File: config.mk
export PLATFORM = sky130hd
export DESIGN_NAME = mem_stage_ctrl
export DESIGN_NICKNAME = d
export VERILOG_FILES = /design/src/rtl/mem_stage_ctrl.sv
export SDC_FILE = /design/constraint.sdc
export NUM_CORES = 1
export LEC_CHECK = 0
export CORE_MARGIN = 5
export CORE_UTILIZATION = 48
export DETAILED_ROUTE_END_ITERATION = 8
export PLACE_DENSITY = 0.85
export SLEW_MARGIN = 20
export SYNTH_ARGS = -nofsm -noshare
export SYNTH_HDL_FRONTEND = slang
export SYNTH_SLANG_ARGS = --single-unit
File: constraint.sdc
create_clock -name clk -period 3.1 [get_ports clk]
set_input_delay 0.775 -clock clk [delete_from_list [all_inputs] [get_ports clk]]
set_output_delay 0.775 -clock clk [all_outputs]
set_load 0.1 [all_outputs]
File: src/rtl/mem_stage_ctrl.sv
// mem_stage_ctrl: memory-stage access controller.
// Takes the EX/MEM-latched address and store data and runs a one-cycle
// request / one-cycle done handshake with a variable-latency 16-bit data
// memory. The pipeline is stalled while an access is outstanding. Load data
// comes back through a register that feeds the MEM/WB latch. Unaligned,
// illegal and timed-out accesses set a sticky error flag.
//
//  state | meaning
//  ------+----------------------------------------------------------------
//  IDLE  | no access outstanding; an aligned access issues mem_req here
//  WAIT  | request issued; address/data/direction held, waiting mem_done
//  DONE  | access finished; stall released so the instruction advances
//
// Outputs are combinational from state and inputs, gated by rst. This means
// mem_req and stall drop in the same cycle that reset is asserted, even when
// a live access is still presented at the inputs.

module mem_stage_ctrl #(
    parameter int TIMEOUT = 16
) (
    input  logic        clk,
    input  logic        rst,
    input  logic        valid,
    input  logic        memRead,
    input  logic        memWrite,
    input  logic [15:0] addr,
    input  logic [15:0] wrData,
    output logic        mem_req,
    output logic        mem_wr,
    output logic [15:0] mem_addr,
    output logic [15:0] mem_wdata,
    input  logic [15:0] mem_rdata,
    input  logic        mem_done,
    output logic        stall,
    output logic [15:0] readMemData,
    output logic        err
);

    typedef enum logic [1:0] {
        IDLE = 2'd0,
        WAIT = 2'd1,
        DONE = 2'd2
    } state_t;

    // Last WAIT count before the access is abandoned; TIMEOUT is limited to 2..255.
    localparam logic [7:0] CNT_LAST = 8'(TIMEOUT - 1);
    localparam logic [7:0] CNT_MAX  = 8'hFF;

    state_t      state;
    state_t      state_nxt;
    logic [7:0]  cnt;
    logic [7:0]  cnt_nxt;
    logic [15:0] addr_q;
    logic [15:0] wdata_q;
    logic        wr_q;

    logic        access;
    logic        illegal;
    logic        unaligned;
    logic        issue;
    logic        set_err;
    logic        cap_rd;
    logic        clr_rd;

    // Classify the instruction in the EX/MEM latch; a bubble is never an access.
    always_comb begin
        access    = valid & (memRead ^ memWrite);
        illegal   = valid & memRead & memWrite;
        unaligned = access & addr[0];
    end

    // Next-state logic, memory-side outputs and the stall request.
    always_comb begin
        state_nxt = state;
        cnt_nxt   = cnt;
        mem_req   = 1'b0;
        mem_wr    = 1'b0;
        mem_addr  = addr;
        mem_wdata = wrData;
        stall     = 1'b0;
        issue     = 1'b0;
        set_err   = 1'b0;
        cap_rd    = 1'b0;
        clr_rd    = 1'b0;

        case (state)
            IDLE: begin
                if (access && !addr[0]) begin
                    issue     = 1'b1;
                    mem_req   = 1'b1;
                    mem_wr    = memWrite;
                    stall     = 1'b1;
                    cnt_nxt   = 8'd0;
                    state_nxt = WAIT;
                end else if (unaligned || illegal) begin
                    // The faulting instruction still proceeds; only the flag records it.
                    set_err = 1'b1;
                end
            end

            WAIT: begin
                mem_addr  = addr_q;
                mem_wdata = wdata_q;
                mem_wr    = wr_q;
                stall     = 1'b1;
                if (mem_done) begin
                    cap_rd    = ~wr_q;
                    state_nxt = DONE;
                end else if (cnt == CNT_LAST) begin
                    set_err   = 1'b1;
                    clr_rd    = 1'b1;
                    state_nxt = DONE;
                end else if (cnt != CNT_MAX) begin
                    cnt_nxt = cnt + 8'd1;
                end
            end

            DONE: begin
                // The instruction is still presented here; going straight to
                // IDLE without looking at the inputs prevents a reissue.
                state_nxt = IDLE;
            end

            default: begin
                state_nxt = IDLE;
            end
        endcase

        if (rst) begin
            mem_req = 1'b0;
            stall   = 1'b0;
        end
    end

    // State register and wait counter.
    always_ff @(posedge clk or posedge rst) begin
        if (rst) begin
            state <= IDLE;
            cnt   <= 8'd0;
        end else begin
            state <= state_nxt;
            cnt   <= cnt_nxt;
        end
    end

    // Hold the request fields so memory sees them stable through WAIT.
    always_ff @(posedge clk or posedge rst) begin
        if (rst) begin
            addr_q  <= 16'd0;
            wdata_q <= 16'd0;
            wr_q    <= 1'b0;
        end else if (issue) begin
            addr_q  <= addr;
            wdata_q <= wrData;
            wr_q    <= memWrite;
        end
    end

    // Load result register: captured on a read completion, zeroed on timeout.
    always_ff @(posedge clk or posedge rst) begin
        if (rst) begin
            readMemData <= 16'd0;
        end else if (cap_rd) begin
            readMemData <= mem_rdata;
        end else if (clr_rd) begin
            readMemData <= 16'd0;
        end
    end

    // Sticky error flag; only reset clears it.
    always_ff @(posedge clk or posedge rst) begin
        if (rst) begin
            err <= 1'b0;
        end else if (set_err) begin
            err <= 1'b1;
        end
    end

endmodule

-- Yosys cells after proc, flatten, opt, wreduce, memory -nomap -nowiden
Index checks and enable logic that the tools add are counted.
- bits in registers: 60
- output and inout port bits: 52
- memories: 0
- memory bits (writable): 0
- bits in latches: 0
- ROM bits: 0
- word-level logic and storage cells: 58
- input port bits: 54
- add/subtract/negate cells: 1
- equal/unequal tests: 8
- order comparisons: 0
- multiply operators: 0
- shift operators: 0
- bitwise gates (word level): 6
- reductions and logical operators: 8
- div/mod/pow operators: 0
- muxes and demuxes: 28
- operator list (cell ; count):
    2-to-1 mux 16 bit ; 4
    2-to-1 mux 8 bit ; 4
    case mux 8 bit (2 select lines) ; 1
    2-to-1 mux 1 bit ; 12
    adder 8 x 1 -> 8 bit, second input constant ; 1
    equality test 8 x 4 -> 1 bit, second input constant ; 1
    != test 2 bit, second input constant ; 4
    != test 8 bit, second input constant ; 1
    2-to-1 mux 2 bit ; 3
    case mux 1 bit (2 select lines) ; 3
    AND reduction 5 bit ; 1
    AND 1 bit ; 4
    case mux 2 bit (2 select lines) ; 1
    nonzero test 2 bit ; 2
    != test 3 bit, second input constant ; 1
    equality test 2 x 1 -> 1 bit, second input constant ; 1
    zero test 2 bit ; 1
    AND reduction 2 bit ; 1
    logical AND 1 bit ; 1
    zero test 1 bit ; 1
    logical OR 1 bit ; 1
    inverter 1 bit ; 1
    XOR 1 bit ; 1

-- Longest topological paths before layout
- depth in word-level cells: 7
- depth in mapped cells: 6
- depth with buffers taken out: 5

-- Least setup slack after synthesis
Ideal clock, no wire load.
- path type: input-to-output
- start point: input port memWrite
- end point: output port stall
- required time: 2.325 ns
- path slack: -0.844 ns
- buffers on the path: 0
- data arrival time: 3.169 ns
- stages on the path: 3
- cell sequence: xor2_1 a21oi_1 nor3_1
- longest elaborated chain between the ends: 6
- RTL lines (what ; RTL line ; text):
    from (decl) ; 25 ; input logic memWrite,
    XOR 1 bit ; 67 ; access = valid & (memRead ^ memWrite);
    AND 1 bit ; 67 ;
    logical AND 1 bit ; 88 ; if (access && !addr[0]) begin
    2-to-1 mux 1 bit ; 88 ;
    case mux 1 bit (2 select lines) ; 86 ; case (state)
    2-to-1 mux 1 bit ; 129 ; if (rst) begin
    to (decl) ; 34 ; output logic stall,
No other way between the ends.

-- Worst setup path in the final report
- start point: input port memWrite
- end point: output port mem_wr
- longest elaborated chain between the ends: 5
- RTL lines (what ; RTL line ; text):
    XOR 1 bit ; 67 ;
    AND 1 bit ; 67 ;
    logical AND 1 bit ; 88 ;
    2-to-1 mux 1 bit (*) ; 88 ;
    case mux 1 bit (2 select lines) (*) ; 86 ;
    to (decl) ; 29 ; output logic mem_wr,
Mark *: on every way between the ends. The rest lies on a longest branch, timed or not.

==> PnR_summary.wiki <==
{| class="wikitable"
! Metric !! Value
|-
| Outcome || completed
|-
| Initial cell density of the core || 0.493
|-
| Placed instance count || 460
|-
| Global-route wire length before repair || between 10000 and 15000 um
|-
| P_leak || ~2.2 nW
|-
| DRC Markers || 0
|-
| Hold WS || a little under 500 ps
|-
| Cell family with the largest share of critical-path delay || buffers and inverters
|-
| Worst-case clock skew || between 5 and 6 ps
|-
| Total number of vias || about 2600
|-
| Cell type with the highest aggregate area in the netlist || dfrtp_1
|-
| Final standard cell area without fillers || around 4500 um2
|-
| Placed standard-cell area || ~4300 um2
|-
| Peak supply drop || approximately 0.96 mV
|-
| Share of the synthesized area in compound gates (AO/OA/AOI/OAI) || 0.101
|-
| Max-slew headroom || 0.563
|-
| Fraction of the mapped netlist area in adder cells || 0.00428
|-
| Number of max-capacitance violations reported || 0
|-
| Number of buffers inserted by post-CTS setup repair || 0
|-
| Total number of clock tree sinks || 60
|-
| Post-Syn Instances || ~290
|-
| Simple-gate share of the synthesized area || 0.207
|-
| Synth Area in XOR/XNOR || 0.00300
|-
| Average footprint of a synthesized cell || around 10 um2
|-
| Largest family of logic cells by synthesized area || simple AND/OR/NAND/NOR gates
|-
| Slew at the pin with the worst max-slew slack || 655 ps
|-
| Data arrival, critical path || 2200 ps
|-
| Die Span X || around 90 um
|-
| FF+latch count, synth || 60
|-
| Die height || around 88 um
|-
| Sequential element share of the synthesized area || 0.514
|-
| Path type of the worst min-delay path || flip-flop to flip-flop
|-
| Number of nets in the layout || between 400 and 500
|-
| Main area contributors after synthesis || dfrtp_1, nand2_1, mux2_2, a22o_1, a21oi_1
|-
| Antenna violations before repair || 0
|-
| GR Overflow Total || 0
|-
| Top-area cell type share of the netlist area || 0.514
|-
| Clk Latency, worst-skew pair || about 330 ps
|-
| Post-synth cell types || 43
|-
| Critical hold path startpoint || err
|-
| Top cells by instance count after synthesis || nand2_1, dfrtp_1, mux2_2
|-
| Final number of setup-violating endpoints || 0
|-
| Core region area || approximately 5900 um2
|-
| Gr usage total || 0.212
|-
| Final number of hold-violating endpoints || 0
|-
| Hold-critical path depth || 1
|-
| Slowest CP cell || clkdlybuf4s50_1
|-
| End point of the most critical hold path || err
|-
| R2r worst-path depth || 5
|-
| EDFF count, synth || 0
|-
| PostCTS Resize Cnt || 0
|-
| CTS Buf Count || 9
|-
| Worst path buffer plus inverter count || 2
|-
| Synthesis-to-layout area growth || 54.6%
|-
| First drt pass iteration count || 4
|-
| Clock edge transition at the registers on the reported setup and hold paths || approximately 60 ps
|-
| Fraction of final layout cells sized beyond drive strength 1 || 0.290
|-
| Worst setup SP type || input pin
|-
| Total negative slack for setup checks || 0 ps
|-
| Antenna cells || 0
|-
| Total routed wirelength || 7860 um
|-
| Final max-slew violation count || 0
|-
| Highest fanout seen on the critical path || 4
|-
| Library cell with the highest instance count after synthesis || nand2_1
|-
| Fill cells || a little under 400
|-
| RSZ-0062 raised after global routing || false
|-
| Routed wire length per instance || about 17 um
|-
| Proportion of register bits with asynchronous set or reset after synthesis || 1.00
|-
| Average vias per placed instance || ~5.4
|-
| Slack of the worst reg-to-reg path || around 1200 ps
|-
| Worst setup path class || input pin to output pin
|-
| Final HPWL DP || between 5000 and 6000 um
|-
| Chain of cells forming the critical path || clkdlybuf4s50_1, xor2_1, nand4b_1, a21oi_2, buf_12
|-
| Combined area of the multi-input logic cells || around 1300 um2
|-
| Max Root-Sink Buffers || 2
|-
| Number of port buffers || 105
|-
| Min cycle time layout || around 3000 ps
|-
| # rows || 28
|-
| Slowest Stage Delay on Critical Path || 550 ps
|-
| Fin cells || 475
|-
| Timing-limited maximum frequency || ~0.34 GHz
|-
| Mux contribution to synthesized area || 0.134
|-
| Number of nets with antenna violations after routing || 0
|-
| Final RePlAce weighted congestion || about 0.83
|-
| Launching element of the worst setup path || memWrite
|-
| Data required time of the critical path || roughly 2300 ps
|-
| Start of the worst register-to-register path || cnt[0]
|-
| Kind of end point of the critical path || output pin
|-
| CTS Root Cell || clkbuf_8
|-
| Vias in the first global route || about 2700
|-
| Power per Cell Area || 882 nW/um2
|-
| Number of design-rule violations left by the first detailed-router iteration || between 100 and 150
|-
| Worst reg2reg path endpoint || cnt[5]
|-
| Area enclosed by the die boundary || about 7700 um2
|-
| Maximum level of the CTS H-tree || 3
|-
| Count of boundary I/O pins || between 100 and 150
|-
| Ys flop type || dfrtp_1
|-
| Synthesized net count || between 300 and 400
|-
| Quantity of hold-fixing buffers added after cts || 0
|-
| Area of all sequential standard cells || between 1500 and 2000 um2
|-
| Pin count of the biggest net entering global routing || 37
|-
| Clock tree from TritonCTS || done
|-
| Period utilisation layout || 0.960
|-
| Number of warnings issued by yosys || 0
|-
| Post-Synthesis Cell Area || just under 3000 um2
|}
[logic make-up (layout without fill, tap and decap cells)]
| family | count (synthesis) | in the layout |
|---|---|---|
| mux | 35 | 35 |
| compound gates | 39 | 39 |
| simple gates | 135 | 135 |
| buf+inv | 20 | 129 |
| fa+ha+maj | 1 | 1 |
| xor+xnor | 1 | 1 |
| flops | 60 | 60 |
[worst register-to-register path: stages, from the launching register on]
cell and delay, ps:
dfrtp_1 380, ha_1 280, nand4b_1 250, o21ai_1 490
nor3_1 80, a211o_2 310
[cells in the final DEF, fill, tap and decap left out, types with 3 or more instances in the layout]
master and n:
a21oi_1 7, buf_4 21, nor2_1 4, clkbuf_8 11, buf_12 36, o21ai_0 3
nand2_1 103, a22o_1 16, and2_1 3, a211o_1 3, mux2_2 32, clkdlybuf4s50_1 53
dfrtp_1 60, mux2i_1 3, nand4_1 3, inv_1 3
[layout make-up]
cell class / instances / share of cell area
Timing Repair Buffer: 110 / 0.312
Clock buffer: 11 / 0.0335
Clock inverter: 4 / 0.00554
Inverter: 4 / 0.00332
Tap cell: 75 / 0.0208
Multi-Input combinational cell: 211 / 0.293
Sequential cell: 60 / 0.332
[how the worst max path moves through the flow]
stage,slack (ps),endpoint,depth (start not counted)
after floorplan,2,stall,3
after global placement,150,mem_wr,5
after detailed placement,120,mem_wr,5
after CTS,120,mem_wr,5
after global routing,20,mem_wr,5
final,120,mem_wr,5
[sequential cells by signal, summed over array words and instances, names as in the netlist]
signal / count
addr_q: 16
readMemData: 16
wdata_q: 16
cnt: 8
state: 2
err: 1
wr_q: 1
[where the power goes]
group | internal, mW | switching [mW]
clock network | 0.326 | 0.302
registers | 1.03 | 0.147
logic | 0.655 | 1.53
total | 2.01 | 1.97
[per-layer routing]
metal / global-route usage / vias to the layer above / part of all wire
li1: - / 1202 / -
met1: 0.245 / 1256 / 0.37
met2: 0.366 / 87 / 0.51
met3: 0.0734 / 18 / 0.089
met4: 0.0714 / 0 / 0.023
met5: 0 / - / 0
[per-stage QoR]
stage                     utilization  power [mW]  setup slack, ps
final                           0.763        3.98              123
after global routing            0.763        4.14             18.7
after CTS                       0.763        4.01              119
after detailed placement        0.733        3.37              120
after global placement          0.733        3.33              146
after floorplan                     -        2.74             2.23
No activity file was read; power rests on OpenSTA's default activity.
